File: src/rtl/riscv_pkg.sv
// Shared RV32I definitions for the front end: opcodes, fetch buffer entry,
// immediate decoders and the fetch FSM state encoding.
package riscv_pkg;

  localparam logic [6:0]  OPC_JAL    = 7'b1101111;
  localparam logic [6:0]  OPC_BRANCH = 7'b1100011;
  localparam logic [6:0]  OPC_JALR   = 7'b1100111;
  localparam logic [31:0] NOP_INSTR  = 32'h0000_0013;

  typedef struct packed {
    logic [31:0] pc;
    logic [31:0] instr;
    logic        pred;
  } fetch_entry_t;

  typedef enum logic [1:0] {
    ST_IDLE   = 2'd0,
    ST_FETCH  = 2'd1,
    ST_SQUASH = 2'd2
  } fetch_state_e;

  function automatic logic [31:0] imm_j(input logic [31:0] instr);
    return {{12{instr[31]}}, instr[19:12], instr[20], instr[30:21], 1'b0};
  endfunction

  function automatic logic [31:0] imm_b(input logic [31:0] instr);
    return {{20{instr[31]}}, instr[7], instr[30:25], instr[11:8], 1'b0};
  endfunction

endpackage

File: src/rtl/fetch_fifo.sv
// Synchronous FIFO for fetched instructions; clear wins over push and pop.
// DEPTH must be a power of two so the pointers wrap naturally.
module fetch_fifo #(
  parameter int DEPTH = 2,
  parameter int WIDTH = 65
) (
  input  logic                     clk,
  input  logic                     rst_n,
  input  logic                     push,
  input  logic                     pop,
  input  logic                     clear,
  input  logic [WIDTH-1:0]         wr_data,
  output logic [WIDTH-1:0]         rd_data,
  output logic [$clog2(DEPTH):0]   count,
  output logic                     empty
);

  localparam int AW = $clog2(DEPTH);
  localparam logic [AW:0] FULL_CNT = (AW+1)'(DEPTH);

  logic [WIDTH-1:0] mem [DEPTH];
  logic [AW-1:0]    rd_ptr, wr_ptr;
  logic             full, do_push, do_pop;

  assign empty   = (count == '0);
  assign full    = (count == FULL_CNT);
  assign do_push = push && !full;
  assign do_pop  = pop && !empty;
  assign rd_data = mem[rd_ptr];

  always_ff @(posedge clk or negedge rst_n) begin
    if (!rst_n) begin
      rd_ptr <= '0;
      wr_ptr <= '0;
      count  <= '0;
    end else if (clear) begin
      rd_ptr <= '0;
      wr_ptr <= '0;
      count  <= '0;
    end else begin
      if (do_push) wr_ptr <= wr_ptr + 1'b1;
      if (do_pop)  rd_ptr <= rd_ptr + 1'b1;
      case ({do_push, do_pop})
        2'b10:   count <= count + 1'b1;
        2'b01:   count <= count - 1'b1;
        default: count <= count;
      endcase
    end
  end

  // Storage needs no reset: entries are only observed once count covers them.
  always_ff @(posedge clk) begin
    if (do_push && !clear) mem[wr_ptr] <= wr_data;
  end

endmodule

File: src/rtl/fetch_stage.sv
// RV32I instruction fetch: owns the PC, talks to instruction memory, predicts
// JAL and backward branches taken, and buffers words for Decode.
module fetch_stage
  import riscv_pkg::*;
#(
  parameter logic [31:0] RESET_PC   = 32'h0000_0000,
  parameter int          FIFO_DEPTH = 2
) (
  input  logic         clk,
  input  logic         rst_n,
  output logic         o_imem_req,
  output logic [31:0]  o_imem_addr,
  input  logic         i_imem_ack,
  input  logic [31:0]  i_imem_data,
  input  logic         i_stall,
  input  logic         i_flush,
  input  logic [31:0]  i_branch_pc,
  output logic [31:0]  o_instr,
  output logic [31:0]  o_pc,
  output logic         o_valid,
  output logic         o_prediction,
  output fetch_state_e dbg_state
);

  localparam int CW = $clog2(FIFO_DEPTH) + 1;
  localparam logic [CW-1:0] DEPTH_CNT = CW'(FIFO_DEPTH);

  fetch_state_e  state, state_nxt;
  logic [31:0]   pc, pc_nxt, squash_addr, squash_addr_nxt;
  logic [31:0]   next_pc;
  logic          pred, push, pop, empty;
  logic [CW-1:0] count;
  fetch_entry_t  wr_entry, head;

  always_comb begin
    pred    = 1'b0;
    next_pc = pc + 32'd4;
    if (i_imem_data[6:0] == OPC_JAL) begin
      pred    = 1'b1;
      next_pc = pc + imm_j(i_imem_data);
    end else if (i_imem_data[6:0] == OPC_BRANCH && i_imem_data[31]) begin
      pred    = 1'b1;
      next_pc = pc + imm_b(i_imem_data);
    end
  end

  // Memory handshake: o_imem_req is a valid, i_imem_ack the matching ready/response.
  // Once req rises, req and addr hold until ack; an ack in the req cycle completes it,
  // and an ack while req is low is ignored. Only one request is ever outstanding.
  always_comb begin
    state_nxt       = state;
    pc_nxt          = pc;
    squash_addr_nxt = squash_addr;
    o_imem_req      = 1'b0;
    push            = 1'b0;
    case (state)
      ST_IDLE: begin
        state_nxt = ST_FETCH;
        if (i_flush) pc_nxt = i_branch_pc;
      end
      ST_FETCH: begin
        o_imem_req = (count < DEPTH_CNT);
        if (i_flush) begin
          pc_nxt = i_branch_pc;
          // A request already on the bus must still complete at its old address.
          if (o_imem_req && !i_imem_ack) begin
            state_nxt       = ST_SQUASH;
            squash_addr_nxt = pc;
          end
        end else if (o_imem_req && i_imem_ack) begin
          push   = 1'b1;
          pc_nxt = next_pc;
        end
      end
      ST_SQUASH: begin
        o_imem_req = 1'b1;
        if (i_flush)    pc_nxt    = i_branch_pc;
        if (i_imem_ack) state_nxt = ST_FETCH;
      end
      default: state_nxt = ST_IDLE;
    endcase
  end

  always_ff @(posedge clk or negedge rst_n) begin
    if (!rst_n) begin
      state       <= ST_IDLE;
      pc          <= RESET_PC;
      squash_addr <= '0;
    end else begin
      state       <= state_nxt;
      pc          <= pc_nxt;
      squash_addr <= squash_addr_nxt;
    end
  end

  assign o_imem_addr = (state == ST_SQUASH) ? squash_addr : pc;
  assign wr_entry    = '{pc: pc, instr: i_imem_data, pred: pred};
  assign pop         = o_valid && !i_stall && !i_flush;

  fetch_fifo #(
    .DEPTH (FIFO_DEPTH),
    .WIDTH ($bits(fetch_entry_t))
  ) u_fifo (
    .clk     (clk),
    .rst_n   (rst_n),
    .push    (push),
    .pop     (pop),
    .clear   (i_flush),
    .wr_data (wr_entry),
    .rd_data (head),
    .count   (count),
    .empty   (empty)
  );

  assign o_valid      = !empty;
  assign o_instr      = empty ? NOP_INSTR : head.instr;
  assign o_pc         = empty ? 32'h0 : head.pc;
  assign o_prediction = !empty && head.pred;
  assign dbg_state    = state;

endmodule

File: config.mk
export PLATFORM = sky130hd
export DESIGN_NAME = fetch_stage
export DESIGN_NICKNAME = d
export VERILOG_FILES = /design/src/rtl/riscv_pkg.sv /design/src/rtl/fetch_fifo.sv /design/src/rtl/fetch_stage.sv
export SDC_FILE = /design/constraint.sdc
export NUM_CORES = 1
export LEC_CHECK = 0
export BUFFER_PORTS_ARGS = -buffer_cell sky130_fd_sc_hd__buf_2
export CAP_MARGIN = 20
export CORE_AREA = 2 2 151 153
export CTS_BUF_LIST = sky130_fd_sc_hd__clkbuf_2 sky130_fd_sc_hd__clkbuf_4 sky130_fd_sc_hd__clkbuf_8
export CTS_CLUSTER_SIZE = 10
export DETAILED_ROUTE_END_ITERATION = 7
export DIE_AREA = 0 0 153 155
export HOLD_SLACK_MARGIN = 0.05
export PLACE_DENSITY = 0.86
export RECOVER_POWER = 50
export SYNTH_ARGS = -nofsm -noshare
export SYNTH_HDL_FRONTEND = slang
export SYNTH_HIERARCHICAL = 1
export SYNTH_SLANG_ARGS = --single-unit
File: constraint.sdc
create_clock -name clk -period 13.1 [get_ports clk]
set_clock_uncertainty 0.05 [all_clocks]
set_input_delay 1.31 -clock clk [delete_from_list [all_inputs] [get_ports clk]]
set_output_delay 1.31 -clock clk [all_outputs]
set_load 0.01 [all_outputs]
; Yosys cells after proc, flatten, opt, wreduce, memory -nomap -nowiden
; Memories as Yosys holds them, arrays and structs flattened.
; Cells that the tools add are included.
[totals]
regBits = 70
ram_bits = 130
inputBits = 69
out_inout_bits = 101
elab_cells = 78
n_memories = 1
[mem_list]
columns = name, depth, word_bits, read_ports, rd_clocked_by_memory_dff, write_ports, line
row1 = u_fifo.mem, 2, 65, 1, 0, 1, fetch_fifo.sv:21  ; logic [WIDTH-1:0] mem [DEPTH];
[classes]
addsub = 7
n_lt_le_gt_ge = 1
n_eq_ne = 12
mux = 27
n_reduce_logical = 24
[op_table]
columns = cell, n
row1 = 32-bit 2-to-1 mux, 8
row2 = 32-bit adder, 2
row3 = 32-bit one-hot mux with 2 select lines, 1
row4 = "32-bit by 3-bit adder with 32-bit output, second input constant", 1
row5 = "7-bit equality test, second input constant", 2
row6 = 1-bit 2-to-1 mux, 11
row7 = 1-bit logical AND, 9
row8 = 3-bit AND reduction, 3
row9 = 2-bit 2-to-1 mux, 4
row10 = "2-bit equality test, second input constant", 3
row11 = "2-bit inequality test, second input constant", 3
row12 = 2-bit one-hot mux with 3 select lines, 1
row13 = 2-bit nonzero test, 3
row14 = 1-bit zero test, 5
row15 = "2-bit by 1-bit equality test with 1-bit output, second input constant", 2
row16 = 2-bit zero test, 2
row17 = 2-bit one-hot mux with 2 select lines, 1
row18 = "3-bit inequality test, second input constant", 1
row19 = 3-bit nonzero test, 1
row20 = "1-bit adder, second input constant", 2
row21 = "2-bit by 1-bit adder with 2-bit output, second input constant", 1
row22 = "2-bit less-than comparator, second input constant", 1
row23 = "2-bit by 1-bit inequality test with 1-bit output, second input constant", 1
row24 = 1-bit one-hot mux with 2 select lines, 1
row25 = 2 further kinds, 2

; Longest topological paths before layout
; Gate-level depths: netlist of the first run.
[depth]
ltp_word = 9
depth_mapped = 12
mapped_depth_nobuf = 11

; Cells and area by module
; The synthesis of the first run kept the hierarchy.
[modules_own_cells]
columns = module, n_inst, cells_each, area_per_inst_um2, seq_area_each_um2
row1 = fetch_stage, 1, 992, 7862.5, 1651.6
row2 = fetch_fifo, 1, 227, 4917.2, 4003.8

; Worst setup path after synthesis of the first run
; No wires, ideal clock.
[synth_timing]
path_type = input to register
start = input i_flush
end = memory u_fifo.mem[1][0] (enable)
setup_ns = 0.581
arrival_time_ns = 6.904
t_required_ns = 12.469
slack_ns = 5.565
path_stages = 6
path_buffers = 2
path_cell_list = buf_2 -> inv_1 -> clkbuf_1 -> and3_1 -> nand2_1 -> nor3b_1
[synth_via]
elab_chain_cells = 6
elab_cells_between_ends = 7
classes_between = 4 x mux / 3 x reduce/logical
[synth_rtl]
columns = element, line
row1 = from (decl), fetch_stage.sv:16  ; input logic i_flush,
row2 = 1-bit 2-to-1 mux, fetch_stage.sv:63  ; if (i_flush) begin
row3 = 1-bit 2-to-1 mux, fetch_stage.sv:56  ; case (state)
row4 = via push, fetch_stage.sv:31  ; logic pred, push, pop, empty;
row5 = 1-bit logical AND, fetch_fifo.sv:27  ; assign do_push = push && !full;
row6 = 1-bit logical AND, fetch_fifo.sv:53  ; if (do_push && !clear) mem[wr_ptr] <= wr_data;
row7 = 1-bit 2-to-1 mux, fetch_fifo.sv:53
row8 = 1-bit 2-to-1 mux (implied by the code), fetch_fifo.sv:53
row9 = to (decl), fetch_fifo.sv:21
; The timed path passes the listed nets, and every way through them passes these cells.

; Worst setup path after layout of the first run
[layout_timing]
start = input i_imem_data[31]
end = register pc[21]
[layout_via]
elab_chain_cells = 6
elab_cells_between_ends = 8
classes_between = 2 x add/sub / 5 x mux / 1 x reduce/logical
[layout_rtl]
columns = element, line
row1 = from (decl), fetch_stage.sv:14  ; input logic [31:0] i_imem_data,
row2 = 32-bit adder / 1-bit logical AND (equally long branches), "fetch_stage.sv:43, fetch_stage.sv:41"
row3 = 32-bit 2-to-1 mux, fetch_stage.sv:41  ; end else if (i_imem_data[6:0] == OPC_BRANCH && i_imem_data[31]) begin
row4 = 32-bit 2-to-1 mux *, fetch_stage.sv:38  ; if (i_imem_data[6:0] == OPC_JAL) begin
row5 = 32-bit 2-to-1 mux *, fetch_stage.sv:70  ; end else if (o_imem_req && i_imem_ack) begin
row6 = 32-bit 2-to-1 mux *, fetch_stage.sv:63
row7 = 32-bit one-hot mux with 2 select lines *, fetch_stage.sv:56
row8 = to (signal assigned), fetch_stage.sv:91  ; pc <= pc_nxt;
row9 = to (decl), fetch_stage.sv:29  ; logic [31:0] pc, pc_nxt, squash_addr, squash_addr_nxt;
; Mark *: on every way between the ends. The rest lies on a longest branch, timed or not. The select of a mux whose other input is x is not followed.
; A chain may end at the register's enable or synchronous reset.

==> reports/metrics.cfg, run 1 <==
[logic_synthesis]
synthArstFlopShare=0.350
synthFlopType=edfxtp_1
ys_ff_latch=200
ys_types=86
synth_edf_count=130
yosysWarnings=6
avgSynthCellArea_um2=10.5
ys_top_cells_by_count=edfxtp_1, mux2_2, nand2_1
synthCells=1219
synthTopCellsByArea=edfxtp_1, dfrtp_1, mux2_2
yosysSeqAreaShare=0.443
yosysMostFrequentCell=edfxtp_1
synth_area_um2=12800
yosys.area.top_type=edfxtp_1
syn_nets=1338
synth_top_area_frac=0.305

[critical_path]
crit_family=buffers and inverters
crit_type=primary input to flop
rr_worst_depth=10
cp-start-kind=primary input
r2r_slack_ns=8.71
cp_cell_sequence=clkbuf_1 -> or3b_1 -> nor3_1 -> clkbuf_1 -> nor2_1 -> clkinv_1 -> o21ai_0 -> a2111oi_0 -> nor3_1
endpoint_kind=flop
cp.required_ns=13.43
cp_num_buf_inv=3
critPathSlowestCell=clkbuf_1
crit_cells=9
critPathMaxFanout=30
worstPathArrival_ns=5.57
critical_path.max_stage_delay_ns=1.20

[sta]
setup_slack_ns=7.86
rsz0062_at_grt=false
tightest_slew_ns=4.17
fin_tns_setup_ns=0
slew_violations=147
min_period_over_period=0.400
hold_slack_ns=0.465
post-route-min-period_ns=5.24
setup_viol=0
hold_viol=0
fmax_mhz=191
maxSlewHeadroom=-1.78

[clock_network]
post_cts_buffers=0
cts_hold_repair.buffers=0
clk_pin_slew_worst_paths_ns=0.11
cts_max_level=4
clk_latency_ns=0.49
cts_root_buf=clkbuf_8
clock_sinks=200
cts_resized=0
cts_tree=built
clock_path_buffers=2
cts_buffers=17

[final_layout]
fin_util=0.635
nNetsFinal=1468
drive_gt1_frac=0.252
multi_input_area_um2=6680
regArea_um2=5660
areaGrowthSynthToFinish_pct=10.4
fillerInstances=1779
fin_area_um2=14100

[global_routing]
grt_pass1_vias=10219
antenna_found_initial=1
grt_usage=0.307
grt-ovfl-total=0
grt_pass1_wl_mm=57.0
grt_max_degree=71

[power]
switchingPower_mw=1.34
vdd_ir_drop_max_uv=111
intPower_mw=1.57
swShare=0.461
p_seq_frac=0.355
p_leak_nw=5.37
pwr-share-comb=0.505
p_per_area_nw_per_um2=206
p_clk_frac=0.140

[die]
rows=55
ios=170
initial_core_util=0.575
design.core.area_um2=22200
die_h_um=155
die_area_um2=23700
die-width_um=153

[route]
drc_errors=0
antenna_left=0
drt-initial-drc-count=1267
drtPass1Iterations=6
drt-total-wl_mm=37.2
wl_per_cell_um=22.5
avgViaCountPerCell=6.56
via_count=10813

[status]
status=finished, violations left
violations=max-capacitance violations, max-slew violations

[worst_hold_path]
holdPathStages=1
min_path_type=flop to flop

[placed_design]
dp_worst_setup_slack_ns=8.77
placed_cell_area_um2=13800
port_buffers=169
hpwlAfterDp_mm=26.4
routabilityCongestion=0.974

[flow_run]
max_cap_viol_count=3

[power by group through the flow]
stage / logic [mW] / clock network (mW) / registers [mW]
3_5_place_dp: 1.43 / 0 / 1.04
6_report: 1.47 / 0.408 / 1.03
2_1_floorplan: 1.06 / 0 / 0.940
3_3_place_gp: 1.40 / 0 / 1.02
4_1_cts: 1.44 / 0.408 / 1.02
5_1_grt: 1.60 / 0.431 / 1.04
[cell families after synthesis]
| group | after synthesis | share of synthesized area |
|---|---|---|
| AOI/OAI and AO/OA | 317 | 0.171 |
| xor gates and xnor gates | 45 | 0.0308 |
| adders and majority gates | 50 | 0.0501 |
| buffers and inverters | 106 | 0.0363 |
| DFF | 200 | 0.443 |
| muxes | 129 | 0.113 |
| and+or+nand+nor | 372 | 0.155 |
[layout make-up]
class,instances,share of cell area
Tap cell,285,0.0253
Inverter,32,0.00851
Clock buffer,20,0.0186
Clock inverter,12,0.00966
Antenna cell,1,0.000177
Sequential cell,200,0.401
Timing Repair Buffer,185,0.0640
Multi-Input combinational cell,913,0.473
[flip-flops by register name, summed over array words and instances (netlist names)]
signal and count:
u_fifo/count 2, u_fifo/mem 130, u_fifo/wr_ptr 1, u_fifo/rd_ptr 1, pc 32, dbg_state 2
squash_addr 32
[metal layers]
layer  vias to the layer above  wire (um)  global-route usage
li1                       4863          -                   -
met1                      5210      15100               0.425
met2                       649      17500               0.491
met3                        91       3480              0.0582
met4                         0       1060               0.102
met5                         -          0                   0
[path summary, 6_finish.rpt]
path / from / to
max: i_imem_data[31] / pc[21]$_DFFE_PN0P_
min: squash_addr[30]$_DFFE_PN0P_ / squash_addr[30]$_DFFE_PN0P_
max reg2reg: dbg_state[0]$_DFFE_PN0P_ / pc[30]$_DFFE_PN0P_
min reg2reg: squash_addr[30]$_DFFE_PN0P_ / squash_addr[30]$_DFFE_PN0P_
max in group asynchronous: rst_n / u_fifo/rd_ptr$_DFFE_PN0P_
min in group asynchronous: rst_n / u_fifo/count[1]$_DFFE_PN0P_
[worst register-to-register path, cell delays in order (launching register included)]
cell      delay, ns
dfrtp_1        0.45
inv_1          0.11
ha_1           1.43
nor2_1         0.32
o21a_1         0.24
o21a_1         0.46
nand2_1        0.60
nor2_1         0.15
o2111a_1       0.19
a211oi_1       0.21
nand3_1        0.09
[cells in the final DEF, fill, tap and decap left out, types with 48 or more instances in the layout]
cell | netlist | final
a21oi_1 | 76 | 76
nand2_1 | 82 | 82
nor2b_1 | 67 | 67
edfxtp_1 | 130 | 130
mux2_2 | 126 | 125
dfrtp_1 | 70 | 69
o21ai_0 | 55 | 54
buf_2 | 18 | 134
ha_1 | 48 | 48
nor2_1 | 62 | 61
[stage by stage]
step | instances | power [mW]
2_1_floorplan | 1219 | 2.00
6_report | 1648 | 2.91
3_5_place_dp | 1615 | 2.46
4_1_cts | 1647 | 2.87
5_1_grt | 1648 | 3.07
3_3_place_gp | 1615 | 2.43
Power figures use the tool's default switching activity.
==> run 2, diff against run 1 <==
clock period = 5.2 ns   (was 13.1 ns; I/O delays follow)
==> reports/metrics.cfg, run 2 (synthesis gave the netlist of run 1 again) <==
[final_layout]
final_cell_mix=buf_2, edfxtp_1, mux2_2, nand2_1, a21oi_1
multi_input_area_um2=6680  ; about the same
largest_reg_flops=130  ; unchanged
largestRegisters=u_fifo/mem (130), pc (32), squash_addr (32)
layoutNonFillerInstCount=1647  ; -0.061%
fin_area_um2=14100  ; -0.19%
drive_gt1_frac=0.252  ; unchanged
regMostFlops=u_fifo/mem
areaGrowthSynthToFinish_pct=10.2
fin_util=0.634  ; -0.00118
regArea_um2=5660  ; unchanged
nNetsFinal=1468  ; unchanged
fillerInstances=1728  ; -2.9%
diodes=0  ; -1
layout_commonest_cell=buf_2

[placed_design]
routabilityCongestion=1.02  ; +5.1%
dp_worst_setup_slack_ns=1.57  ; -7.21 ns
placed_cells=1615  ; unchanged
port_buffers=169  ; unchanged
placed_cell_area_um2=13800  ; about the same
hpwlAfterDp_mm=26.5  ; +0.66%

[die]
design.core.area_um2=22200  ; unchanged
rows=55  ; unchanged
initial_core_util=0.575  ; unchanged
die_area_um2=23700  ; unchanged
die_h_um=155  ; unchanged
ios=170  ; unchanged
die-width_um=153  ; unchanged

[route]
drt-initial-drc-count=1251  ; -1.3%
avgViaCountPerCell=6.61  ; +0.73%
via_count=10885  ; +0.67%
antenna_left=0  ; unchanged
drtPass1Iterations=6  ; unchanged
drc_errors=0  ; unchanged
wl_per_cell_um=22.6  ; about the same
drt-total-wl_mm=37.1  ; about the same

[sta]
rsz0062_at_grt=false
min_period_over_period=0.815
setup_viol=0  ; unchanged
maxSlewHeadroom=-0.483  ; +1.30
fin_tns_setup_ns=0  ; unchanged
fmax_mhz=236
hold_viol=0  ; unchanged
post-route-min-period_ns=4.24
slew_violations=103  ; -30%
setup_slack_ns=0.962  ; -6.89 ns
tightest_slew_ns=2.22  ; -1.94 ns
hold_slack_ns=0.191  ; -0.273 ns

[critical_path]
cp-start-kind=flop
cp.required_ns=4.63  ; -8.80 ns
worstPathArrival_ns=3.67  ; -1.90 ns
critical_path.max_stage_delay_ns=1.59  ; +0.39 ns
endpoint_kind=output port
critPathMaxFanout=43  ; +43%
cp_cell_sequence=inv_1 -> ha_2 -> clkbuf_1 -> o21ai_0 -> buf_2
critPathSlowestCell=clkbuf_1
r2r_slack_ns=1.01  ; -7.70 ns
crit_type=flop to output port

[global_routing]
grt_use_met1=0.418  ; -0.00633
antenna_found_initial=0  ; -1
grt_pass1_vias=10449  ; +2.3%
grt_max_degree=71  ; unchanged
busiest_layer=met2
grt_pass1_wl_mm=57.4  ; +0.60%
use_met2=0.489  ; -0.00278
grt-ovfl-total=0  ; unchanged
grt_usage=0.308  ; +0.00114
use_met3=0.0593  ; +0.00111

[clock_network]
cts_root_buf=clkbuf_8
cts_resized=0  ; unchanged
post_cts_buffers=0  ; unchanged
cts_hold_repair.buffers=0  ; unchanged
clk_latency_ns=0.48  ; about the same
clk_pin_slew_worst_paths_ns=0.11  ; about the same
cts_tree=built
cts_buffers=17  ; unchanged
clock_sinks=200  ; unchanged
cts_max_level=4  ; unchanged
clock_path_buffers=2  ; unchanged

[flow_run]
max_cap_viol_count=4  ; +1

[power]
p_leak_nw=5.37  ; -0.11%
vdd_ir_drop_max_uv=212  ; +91%
p_per_area_nw_per_um2=518  ; +150%
p_total_mw=7.30  ; +150%

[status]
status=finished, violations left
violations=max-capacitance violations, max-slew violations

[worst_hold_path]
min_path_type=primary input to async pin

run 2: changes by cell type in the layout (fill, tap and decap cells not counted), sizes merged:
cell,change
buf,-1
bufinv,-1
clkbuf,+1
clkinv,+2
clkinvlp,-1
diode,-1
run 2: layout make-up:
class / instances / area share
Clock buffer: 20 / 0.0187
Clock inverter: 12 / 0.00808
Inverter: 32 / 0.00853
Multi-Input combinational cell: 913 / 0.474
Sequential cell: 200 / 0.402
Tap cell: 285 / 0.0253
Timing Repair Buffer: 185 / 0.0639
run 2: power breakdown:
group / leakage [nW] / switching (mW) / total, mW / internal, mW
sequential: 2.02 / 0.549 / 2.62 / 2.07
clock: 0.192 / 0.602 / 0.974 / 0.373
combinational: 3.16 / 2.25 / 3.71 / 1.47
total: 5.37 / 3.40 / 7.30 / 3.91
run 2: path summary, 6_finish.rpt:
path / from / endpoint / cells past startpoint
min: rst_n / squash_addr[0]$_DFFE_PN0P_ / 2
max in group asynchronous: rst_n / u_fifo/rd_ptr$_DFFE_PN0P_ / 2
max reg2reg: dbg_state[0]$_DFFE_PN0P_ / pc[30]$_DFFE_PN0P_ / 9
min reg2reg: squash_addr[31]$_DFFE_PN0P_ / squash_addr[31]$_DFFE_PN0P_ / 1
min in group clk: i_branch_pc[0] / pc[0]$_DFFE_PN0P_ / 2
max: dbg_state[0]$_DFFE_PN0P_ / o_imem_addr[21] / 5
run 2: critical path: cells and delay by family (launching register included):
family                     cells  cell delay, ns
DFF                            1            0.45
buffers and inverters          3            1.99
adders and majority gates      1            0.18
AOI/OAI and AO/OA              1            0.56
run 2: layer usage:
metal	part of all wire	up-vias
li1	-	4866
met1	0.40	5246
met2	0.46	668
met3	0.094	105
met4	0.040	0
met5	0	-
==> run 3, diff against run 2 <==
CORE_AREA = 2 2 156 158   (was 2 2 151 153)
DIE_AREA = 0 0 158 160   (was 0 0 153 155)
PLACE_DENSITY = 0.85   (was 0.86)
clock period = 3.85 ns   (was 5.2 ns; I/O delays follow)
==> reports/metrics.cfg, run 3 (synthesis gave the netlist of run 1 again) <==
[status]
status=finished, violations left
violations=max-capacitance violations, max-slew violations

[placed_design]
routabilityCongestion=1.02  ; about the same
port_buffers=169  ; unchanged
placed_cell_area_um2=14000  ; +1.2%
dp_worst_setup_slack_ns=0.654  ; -0.913 ns
hpwlAfterDp_mm=27.2  ; +2.5%

[final_layout]
areaGrowthSynthToFinish_pct=12.7
largest_reg_flops=130  ; unchanged
final_cell_mix=edfxtp_1, buf_2, mux2_2, nand2_1, a21oi_1
nNetsFinal=1497  ; +2.0%
regMostFlops=u_fifo/mem
fillerInstances=2020  ; +17%
multi_input_area_um2=6690  ; +0.17%
layout_commonest_cell=edfxtp_1
largestRegisters=u_fifo/mem (130), pc (32), squash_addr (32)
fin_area_um2=14400  ; +2.3%
drive_gt1_frac=0.249  ; -0.00309
regArea_um2=5660  ; unchanged

[sta]
hold_viol=0  ; unchanged
fmax_mhz=285
fin_tns_setup_ns=0  ; unchanged
hold_slack_ns=0.107  ; -0.0846 ns
rsz0062_at_grt=false
setup_slack_ns=0.346  ; -0.617 ns
slew_violations=63  ; -39%
tightest_slew_ns=2.16  ; -0.0606 ns
maxSlewHeadroom=-0.442  ; +0.0404
min_period_over_period=0.910
setup_viol=0  ; unchanged
post-route-min-period_ns=3.50

[route]
drt-total-wl_mm=38.5  ; +3.6%
antenna_left=0  ; unchanged
drt-initial-drc-count=1309  ; +4.6%
avgViaCountPerCell=6.45  ; -2.3%
drc_errors=0  ; unchanged
wl_per_cell_um=22.4  ; -0.60%
via_count=11076  ; +1.8%
drtPass1Iterations=6  ; unchanged

[clock_network]
cts_root_buf=clkbuf_8
clk_latency_ns=0.50  ; +0.02 ns
cts_max_level=4  ; unchanged
cts_buffers=17  ; unchanged
clock_sinks=200  ; unchanged
cts_resized=0  ; unchanged
cts_tree=built
clock_path_buffers=2  ; unchanged
clk_pin_slew_worst_paths_ns=0.11  ; about the same

[die]
design.core.area_um2=23800  ; +7.2%
rows=57  ; +3.6%
die_area_um2=25300  ; +6.6%
initial_core_util=0.537  ; -0.0384
die-width_um=158  ; +3.3%
die_h_um=160  ; +3.2%
ios=170  ; unchanged

[critical_path]
crit_family=buffers and inverters
critPathMaxFanout=24  ; -44%
cp_num_buf_inv=3  ; unchanged
cp.required_ns=4.17  ; -0.46 ns
critPathSlowestCell=clkbuf_1
endpoint_kind=flop
critical_path.max_stage_delay_ns=1.12  ; -0.47 ns
crit_top_cell=clkbuf_1
crit_type=primary input to flop
cp_cell_sequence=clkbuf_1 -> inv_1 -> nor4_1 -> clkbuf_1 -> mux2_2
worstPathArrival_ns=3.82  ; +0.15 ns
cp-start-kind=primary input

[power]
p_per_area_nw_per_um2=695  ; +34%
vdd_ir_drop_max_uv=351  ; +66%
p_leak_nw=5.46  ; +1.8%

[worst_hold_path]
min_path_type=primary input to flop

[global_routing]
grt_pass1_wl_mm=59.7  ; +4.0%
antenna_found_initial=0  ; unchanged
grt-ovfl-total=0  ; unchanged
grt_pass1_vias=10744  ; +2.8%
grt_usage=0.304  ; -0.00364
grt_max_degree=46  ; -35%

[flow_run]
max_cap_viol_count=2  ; -2

-- run 3: cell types whose count changed in the layout (fill, tap and decap cells not counted), sizes merged --
cell,delta
dlygate4sd3,+14
bufinv,+1
diode,+1
buf,+1
clkbuf,+13
-- run 3: where the power goes --
| group | internal (mW) | leakage, nW | switching [mW] |
|---|---|---|---|
| Sequential | 2.80 | 2.02 | 0.621 |
| Clock | 0.549 | 0.199 | 0.832 |
| Combinational | 2.04 | 3.24 | 3.18 |
-- run 3: worst paths after layout --
kind                                              from                           to  slack (ns)  cells after the start
min                                     i_branch_pc[0]            pc[0]$_DFFE_PN0P_        0.11                      2
max reg2reg                         pc[22]$_DFFE_PN0P_           pc[23]$_DFFE_PN0P_        0.55                      9
max                                            i_flush   squash_addr[8]$_DFFE_PN0P_        0.35                      5
max in group asynchronous                        rst_n  squash_addr[29]$_DFFE_PN0P_        0.86                      3
min in group asynchronous                        rst_n  squash_addr[18]$_DFFE_PN0P_        1.01                      2
min reg2reg                squash_addr[28]$_DFFE_PN0P_  squash_addr[28]$_DFFE_PN0P_        0.46                      1
-- run 3: timing repair --
action                    CTS  global route
hold endpoints to repair   51             4
hold buffers               11             3
setup buffers               0             0
-- run 3: final cells by class --
| cell class | count | share of cell area |
|---|---|---|
| repair buffers | 214 | 0.0796 |
| well taps | 324 | 0.0281 |
| flip-flops and latches | 200 | 0.393 |
| clock buffers | 19 | 0.0173 |
| multi-input cells | 913 | 0.464 |
| clock inverters | 13 | 0.00964 |
| inverters | 32 | 0.00834 |
| diodes | 1 | 0.000174 |
-- run 3: layer usage --
| layer | routed length (um) | track usage | vias to the layer above |
|---|---|---|---|
| met2 | 17700 | 0.475 | 681 |
| met4 | 1270 | 0.0983 | 0 |
| met1 | 15600 | 0.424 | 5344 |
| met5 | 0 | 0 | - |
| met3 | 3810 | 0.0662 | 123 |
| li1 | - | - | 4928 |
-- run 3: per-stage QoR --
stage | std cells | utilization | total power [mW]
after floorplan | 1219 | - | 6.81
after global placement | 1668 | 0.587 | 8.36
after detailed placement | 1668 | 0.587 | 8.48
after CTS | 1711 | 0.608 | 9.89
after global routing | 1715 | 0.605 | 10.6
final | 1716 | 0.605 | 10.0
